`src/rtl/cam_frame_tx_if.sv`:
```
// Camera pixel bus plus the frame-RAM read port owned by cam_frame_tx.
// The master side drives the bus; the slave side is the RAM/receiver.
interface cam_frame_tx_if;
  logic [15:0] rdaddr;
  logic        rden;
  logic [2:0]  q;
  logic        pclk;
  logic        vsync;
  logic        href;
  logic [2:0]  d;

  modport master (
    output rdaddr, rden, pclk, vsync, href, d,
    input  q
  );

  modport slave (
    input  rdaddr, rden, pclk, vsync, href, d,
    output q
  );
endinterface

```
`src/rtl/cam_frame_tx.sv`:
```
// Replays the frame RAM as an OV-style pclk/vsync/href/d stream.
// Define TEST_PATTERN_EN to add the internal colour-bar source.
module cam_frame_tx #(
  parameter int H_ACTIVE = 256,
  parameter int V_ACTIVE = 240,
  parameter int H_BLANK  = 64,
  parameter int V_SYNC   = 3,
  parameter int V_BACK   = 10,
  parameter int V_FRONT  = 2
) (
  input  logic sysclk,
  input  logic reset,
  input  logic en,
  input  logic pat_sel,
  cam_frame_tx_if.master bus,
  output logic busy,
  output logic frame_done
);
  localparam int H_TOT = H_ACTIVE + H_BLANK;
  localparam int HW = $clog2(H_TOT);
  localparam int VW = $clog2(V_ACTIVE + V_SYNC
                             + V_BACK + V_FRONT + 1);
  localparam int CW = $clog2(H_ACTIVE);
  localparam logic [HW-1:0] H_LAST  = HW'(H_TOT - 1);
  localparam logic [HW-1:0] H_ACT   = HW'(H_ACTIVE);
  localparam logic [VW-1:0] VS_LAST = VW'(V_SYNC - 1);
  localparam logic [VW-1:0] VB_LAST = VW'(V_BACK - 1);
  localparam logic [VW-1:0] VA_LAST = VW'(V_ACTIVE - 1);
  localparam logic [VW-1:0] VF_LAST = VW'(V_FRONT - 1);
  localparam logic [15:0] PIX_LAST =
    16'(H_ACTIVE * V_ACTIVE - 1);

  typedef enum logic [2:0] {
    S_IDLE, S_VS, S_VB, S_ACT, S_VF
  } state_t;

  state_t        r_state;
  logic          r_ph;
  logic [HW-1:0] r_h;
  logic [VW-1:0] r_v;
  logic          r_vsync;
  logic          r_href;
  logic [2:0]    r_d;
  logic [15:0]   r_addr;
  logic          r_busy;
  logic          r_fdone;

  state_t        w_ns;
  logic [HW-1:0] w_nh;
  logic [VW-1:0] w_nv;
  logic          w_eol;
  logic          w_start;
  logic          w_fend;
  logic          w_act_n;
  logic          w_rden;
  logic [2:0]    w_pix;

  // Everything below describes the pixel period that the
  // next fall edge (r_ph=1) will start.
  always_comb begin
    w_ns    = r_state;
    w_nh    = r_h + HW'(1);
    w_nv    = r_v;
    w_start = 1'b0;
    w_fend  = 1'b0;
    w_eol   = (r_h == H_LAST);
    if (w_eol) begin
      w_nh = '0;
      w_nv = r_v + VW'(1);
    end
    unique case (r_state)
      S_IDLE: begin
        w_nh = '0;
        w_nv = '0;
        if (en) begin
          w_ns    = S_VS;
          w_start = 1'b1;
        end
      end
      S_VS:
        if (w_eol && r_v == VS_LAST) begin
          w_ns = S_VB;
          w_nv = '0;
        end
      S_VB:
        if (w_eol && r_v == VB_LAST) begin
          w_ns = S_ACT;
          w_nv = '0;
        end
      S_ACT:
        if (w_eol && r_v == VA_LAST) begin
          w_ns = S_VF;
          w_nv = '0;
        end
      S_VF:
        if (w_eol && r_v == VF_LAST) begin
          w_nv   = '0;
          w_fend = 1'b1;
          if (en) begin
            w_ns    = S_VS;
            w_start = 1'b1;
          end else begin
            w_ns = S_IDLE;
          end
        end
      default: w_ns = S_IDLE;
    endcase
    w_act_n = (w_ns == S_ACT) && (w_nh < H_ACT);
  end

`ifdef TEST_PATTERN_EN
  logic       r_pat;
  logic [2:0] w_col;

  assign w_col  = w_nh[CW-1 -: 3];
  assign w_pix  = r_pat ? w_col : bus.q;
  assign w_rden = ~r_ph & w_act_n & ~r_pat;

  always_ff @(posedge sysclk or posedge reset) begin
    if (reset)
      r_pat <= 1'b0;
    else if (r_ph && w_start)
      r_pat <= pat_sel;
  end
`else
  logic w_unused;

  assign w_unused = pat_sel;
  assign w_pix    = bus.q;
  assign w_rden   = ~r_ph & w_act_n;
`endif

  // RAM samples rdaddr on the rise edge; q is then
  // stable for the fall edge that loads d.
  always_ff @(posedge sysclk or posedge reset) begin
    if (reset) begin
      r_state <= S_IDLE;
      r_ph    <= 1'b0;
      r_h     <= '0;
      r_v     <= '0;
      r_vsync <= 1'b0;
      r_href  <= 1'b0;
      r_d     <= '0;
      r_addr  <= '0;
      r_busy  <= 1'b0;
      r_fdone <= 1'b0;
    end else begin
      r_ph    <= ~r_ph;
      r_fdone <= 1'b0;
      if (r_ph) begin
        r_state <= w_ns;
        r_h     <= w_nh;
        r_v     <= w_nv;
        r_vsync <= (w_ns == S_VS);
        r_href  <= w_act_n;
        r_d     <= w_act_n ? w_pix : 3'd0;
        r_busy  <= (w_ns != S_IDLE);
        r_fdone <= w_fend;
        if (w_start)
          r_addr <= '0;
      end else if (w_act_n && r_addr != PIX_LAST) begin
        r_addr <= r_addr + 16'd1;
      end
    end
  end

  assign bus.pclk   = r_ph;
  assign bus.vsync  = r_vsync;
  assign bus.href   = r_href;
  assign bus.d      = r_d;
  assign bus.rdaddr = r_addr;
  assign bus.rden   = w_rden;
  assign busy       = r_busy;
  assign frame_done = r_fdone;
endmodule

```
`src/flat_wrapper.sv`:
```
// flat-port wrapper written by rule: the top's interface ports become plain ports
module cam_frame_tx_flat 
#(
  parameter int H_ACTIVE = 256,
  parameter int V_ACTIVE = 240,
  parameter int H_BLANK  = 64,
  parameter int V_SYNC   = 3,
  parameter int V_BACK   = 10,
  parameter int V_FRONT  = 2
)
  (sysclk, reset, en, pat_sel, busy, frame_done, bus_rdaddr, bus_rden, bus_pclk, bus_vsync, bus_href, bus_d, bus_q);
  cam_frame_tx_if bus_i ();
  input  logic sysclk;
  input  logic reset;
  input  logic en;
  input  logic pat_sel;
  output logic busy;
  output logic frame_done;
  output wire logic [$bits(bus_i.rdaddr)-1:0] bus_rdaddr;
  output wire logic [$bits(bus_i.rden)-1:0] bus_rden;
  output wire logic [$bits(bus_i.pclk)-1:0] bus_pclk;
  output wire logic [$bits(bus_i.vsync)-1:0] bus_vsync;
  output wire logic [$bits(bus_i.href)-1:0] bus_href;
  output wire logic [$bits(bus_i.d)-1:0] bus_d;
  input wire logic [$bits(bus_i.q)-1:0] bus_q;
  assign bus_rdaddr = bus_i.rdaddr;
  assign bus_rden = bus_i.rden;
  assign bus_pclk = bus_i.pclk;
  assign bus_vsync = bus_i.vsync;
  assign bus_href = bus_i.href;
  assign bus_d = bus_i.d;
  assign bus_i.q = bus_q;
  cam_frame_tx #(.H_ACTIVE(H_ACTIVE), .V_ACTIVE(V_ACTIVE), .H_BLANK(H_BLANK), .V_SYNC(V_SYNC), .V_BACK(V_BACK), .V_FRONT(V_FRONT)) u_core (.sysclk(sysclk), .reset(reset), .en(en), .pat_sel(pat_sel), .bus(bus_i), .busy(busy), .frame_done(frame_done));
endmodule
```
`config.mk`:
```
export PLATFORM = sky130hd
export DESIGN_NAME = cam_frame_tx_flat
export DESIGN_NICKNAME = d
export VERILOG_FILES = /design/src/rtl/cam_frame_tx_if.sv /design/src/rtl/cam_frame_tx.sv /design/src/flat_wrapper.sv
export SDC_FILE = /design/constraint.sdc
export NUM_CORES = 1
export LEC_CHECK = 0
export CAP_MARGIN = 20
export CORE_AREA = 2 2 69 71
export CTS_CLUSTER_SIZE = 25
export DETAILED_ROUTE_END_ITERATION = 6
export DIE_AREA = 0 0 71 73
export PLACE_DENSITY = 0.82
export SYNTH_ARGS = -nofsm -noshare
export SYNTH_HDL_FRONTEND = slang
export SYNTH_SLANG_ARGS = --single-unit
```
`constraint.sdc`:
```
create_clock -name sysclk -period 6.5 [get_ports sysclk]
set_input_delay 0.65 -clock sysclk [delete_from_list [all_inputs] [get_ports sysclk]]
set_output_delay 0.65 -clock sysclk [all_outputs]
set_load 0.03 [all_outputs]
```
# == After elaboration in Yosys (flattened, before gate mapping) ==
# Index checks and enable logic that the tools add are counted.
# totals
ff_bits,44
# classes
reduce_logical,10
add_sub_neg,3
n_eq_ne,13
n_bitwise,2
n_lt_le_gt_ge,1
mux,25
# ops
operator,count
$mux 16,3
$mux 8,5
$pmux 8 s5,1
$mux 3,6
$mux 9,2
$add 16x1->16 const B,1
$ne 16x16->1 const B,1
$pmux 3 s5,1
$add 9x1->9 const B,1
$eq 3x2->1 const B,3
$eq 9x9->1 const B,1
$lt 9x9->1 const B,1
$add 8x1->8 const B,1
$eq 8x1->1 const B,1
$eq 8x2->1 const B,1
$eq 8x4->1 const B,1
$eq 8x8->1 const B,1
$eq 3x1->1 const B,2
$logic_and 1x1->1,6
$mux 1,6
$eq 3x3->1 const B,1
$logic_not 3->1,1
$reduce_bool 3->1,1
$ne 2x2->1 const B,1
other kinds (5),5

# == Logic depth before layout (Yosys ltp) ==
# logic_depth
depth_word,9
mapped_depth,9
mapped_depth_nobuf,8

# == Worst setup path before layout ==
# OpenSTA, ideal clock, no wires.
# synth_path
path_type,reg2out
from,register u_core.r_h[0]
to,output bus_rden
path_slack_ps,3555
stages_incl_launch_ff,8
path_buffers,1
required_time_ps,5850
arrival_time_ps,2295
cell_sequence,dfrtp_1 ha_1 nand4_1 or2_2 a211oi_1 a2bb2o_1 buf_2 nor2_1
# synth_between
elab_chain_len,7
# synth_lines
element,line_no,rtl
"start, declared",cam_frame_tx.sv:39,logic [HW-1:0] r_h;
"start signal, assigned",cam_frame_tx.sv:152,r_h <= w_nh;
"parallel branches: the longest is 5 deep, another holds $add 9x1->9",--,
$logic_and 1x1->1 *,cam_frame_tx.sv:108,w_act_n = (w_ns == S_ACT) && (w_nh < H_ACT);
$and 1x1->1 *,cam_frame_tx.sv:130,assign w_rden = ~r_ph & w_act_n;
"end, declared",flat_wrapper.sv:20,output wire logic [$bits(bus_i.rden)-1:0] bus_rden;
# Mark *: on every way between the ends.

# == Worst setup path after layout ==
# Same ends and word-level chain as after synthesis.

==> out/metrics.cfg <==
[timing]
finalMaxSlewViolations=0
setup_tns_ps=0
hold_violations=0
worst_pin_slew_ps=918
worst_slack_ps=2600
rsz0062_at_grt=false
max_freq_mhz=257
fin_crit_sh_pct=60.0
fin_skew_ps=5.28
period_minus_slack_ps=3900
finalSetupViolCount=0
slew_headroom_pct=38.3

[power]
swShare_pct=27.5
p_seq_share_pct=57.6
cellPowerDensity_nw_per_um2=185
power_mw=0.544
power.net_switching_mw=0.150
ir_worst_vdd_mv=0.136
p_int_mw=0.394
clockPowerShare_pct=28.3
p_leak_nw=1.18
combPwrFrac_pct=14.2

[route]
post_drt_wl_per_cell_um=15.5
drt_iter0_drc=293
routed_wl_um=5490
first_pass_iters=4
ant_nets=0
met1_length_um=2600
vias=2196
routed.top_layer=met4
wl_met3_um=242
dr_wl_met2_um=2600
routed_via_density=6.19
drc=0

[logic_synthesis]
yosys_warnings=0
ys_ff_latch=44
ys_seq_area_share_pct=43.7
synth_area_leader_cell=dfrtp_1
syn_area_per_cell_um2=9.23
syn_inst=273
netlist_area_um2=2520
synth_edf_count=0
synth_top_cells_by_count=44 x dfrtp_1, 29 x nor2_1, 25 x nand2_1, 25 x nand3_1, 14 x nor3_1
yosysUniqueCellTypes=49
synth_top_flop_cell=dfrtp_1
yosysMostFrequentCell=dfrtp_1
synth-async-reset-ratio_pct=100
syn-num-nets=285
synth.top_cell.area_share_pct=43.7
netlist_top_cells_area=dfrtp_1 44%, nand3_1 5.0%, nor2_1 4.3%, nand2_1 3.7%, nor3_1 2.8%

[clocking]
ctsHtreeMaxLevel=2
cts_hold_buf=0
cts_tree=built
clk_pin_slew_ps=70
post_cts_buffers=0
clock_latency_ps=290
clock_path_buffers=2
clock-root-buffer=clkbuf_8
numCtsBuffers=5
clock_sinks=44
cts_resized=0

[global_route]
antenna_found_initial=0
track_usage_pct=22.8
grt_pass1_wl_um=9520
gr-total-overflow=0
grt_max_degree=45
grt_pass1_vias=2110

[die]
die_w_um=71
io_pins=32
die_area_um2=5180
core.rowCount=25
die_y_um=73
core-area_um2=4540
initial_utilization_pct=55.6

[status]
status=finished, final reports clean

[worst_setup_path]
path_delay_family=buffers and inverters
timing.critical_path.buf_inv=2
end_kind=output port
crit_fanout=24
crit_type=reg2out
reg2reg_slack_ps=3550
start_kind=register
cp.arrival_ps=3250
crit_path_cell_trace=ha_1 -> nand4_1 -> or3_1 -> o31ai_1 -> a2bb2o_1 -> buf_4 -> nor2_1 -> clkdlybuf4s50_1
crit_path_max_incr_delay_ps=600
required_ps=5850
worst_path_max_delay_cell=clkdlybuf4s50_1

[layout]
nNetsFinal=315
final_core_util_pct=64.7
syn_to_final_growth_pct=16.4
antenna_cells=0
layout-drive-gt1-share_pct=5.98

[place]
preCtsSetupSlack_ps=2970
place_congestion=0.838
port_buffers=30
hpwl_um=3760

[run]
cap_violations=0

[min_path]
worstHoldPathType=reg2reg

-- worst paths after layout --
check                           startpoint              endpoint  cells past startpoint
max                          u_core.r_h[0]              bus_rden                      8
min                        u_core.bus.d[1]       u_core.bus.d[1]                      1
max reg2reg                  u_core.r_v[2]  u_core.bus.rdaddr[9]                      6
min reg2reg                u_core.bus.d[1]       u_core.bus.d[1]                      1
max in group asynchronous            reset     u_core.r_state[0]                      3
min in group asynchronous            reset         u_core.r_h[0]                      3
-- final cells by class --
| type | count | area, µm² |
|---|---|---|
| Fill cell | 368 | 1600 |
| Clock buffer | 5 | 68.8 |
| Tap cell | 54 | 67.6 |
| Timing Repair Buffer | 34 | 328 |
| Inverter | 11 | 41.3 |
| Sequential cell | 44 | 1100 |
| Multi-Input combinational cell | 207 | 1330 |
-- sequential cells by signal (all words and copies together) (netlist names) --
name and flops:
u_core.frame_done 1, u_core.r_v 8, u_core.bus.vsync 1, u_core.bus.href 1, u_core.bus.pclk 1, u_core.r_h 9
u_core.bus.rdaddr 16, u_core.bus.d 3, u_core.busy 1, u_core.r_state 3
-- layout by cell type (no fill, tap or decap), types with 4 or more instances in the layout --
cell type and count:
mux2i_1 5, dfrtp_1 44, nand2_1 25, nor4_1 8, clkbuf_8 5, xor2_1 5, clkdlybuf4s50_1 30, o31ai_1 4
and2_1 6, inv_1 10, nand4_1 10, nand3_1 25, mux2_2 4, o2bb2ai_1 4, or3_1 5, xnor2_1 8
ha_1 5, nor2_1 29, nor3_1 14, o311ai_0 6
-- per-stage QoR --
stage | std cells | hold WS, ps | instance area, µm²
2_1_floorplan | 273 | 481 | 2520
3_3_place_gp | 349 | 474 | 2860
3_5_place_dp | 349 | 473 | 2860
4_1_cts | 354 | 499 | 2930
5_1_grt | 355 | 511 | 2930
6_report | 355 | 494 | 2930
-- routing by layer --
layer | vias to the layer above | global-route usage [%]
li1 | 1064 | -
met1 | 1069 | 31.1
met2 | 57 | 35.7
met3 | 6 | 4.97
met4 | 0 | 8.81
met5 | - | 0
-- worst register-to-register path, stage by stage (launching register included) --
cell and delay (ps):
dfrtp_1 420, or3_1 400, or4_1 520, o31a_1 370
or3_1 520, o21a_4 270, a221o_1 340
-- logic make-up (layout without fill, tap and decap cells) --
logic type,Yosys count,after routing,share of synthesized area [%]
AO/OA/AOI/OAI,36,36,12.1
XOR/XNOR,13,13,4.52
adder cells (fa/ha/maj),5,5,2.48
buffers and inverters,22,50,3.67
flip-flops,44,44,43.7
multiplexers,9,9,3.77
AND/OR/NAND/NOR,144,144,29.8
-- power by group through the flow --
stage               Clock, mW  Sequential (mW)  Combinational [mW]
floorplan                   0            0.321              0.0463
global placement            0            0.317              0.0747
detailed placement          0            0.318              0.0766
CTS                     0.158            0.312              0.0772
global route            0.166            0.316              0.0867
finish                  0.154            0.313              0.0770
(Power assumes the default switching activity.)
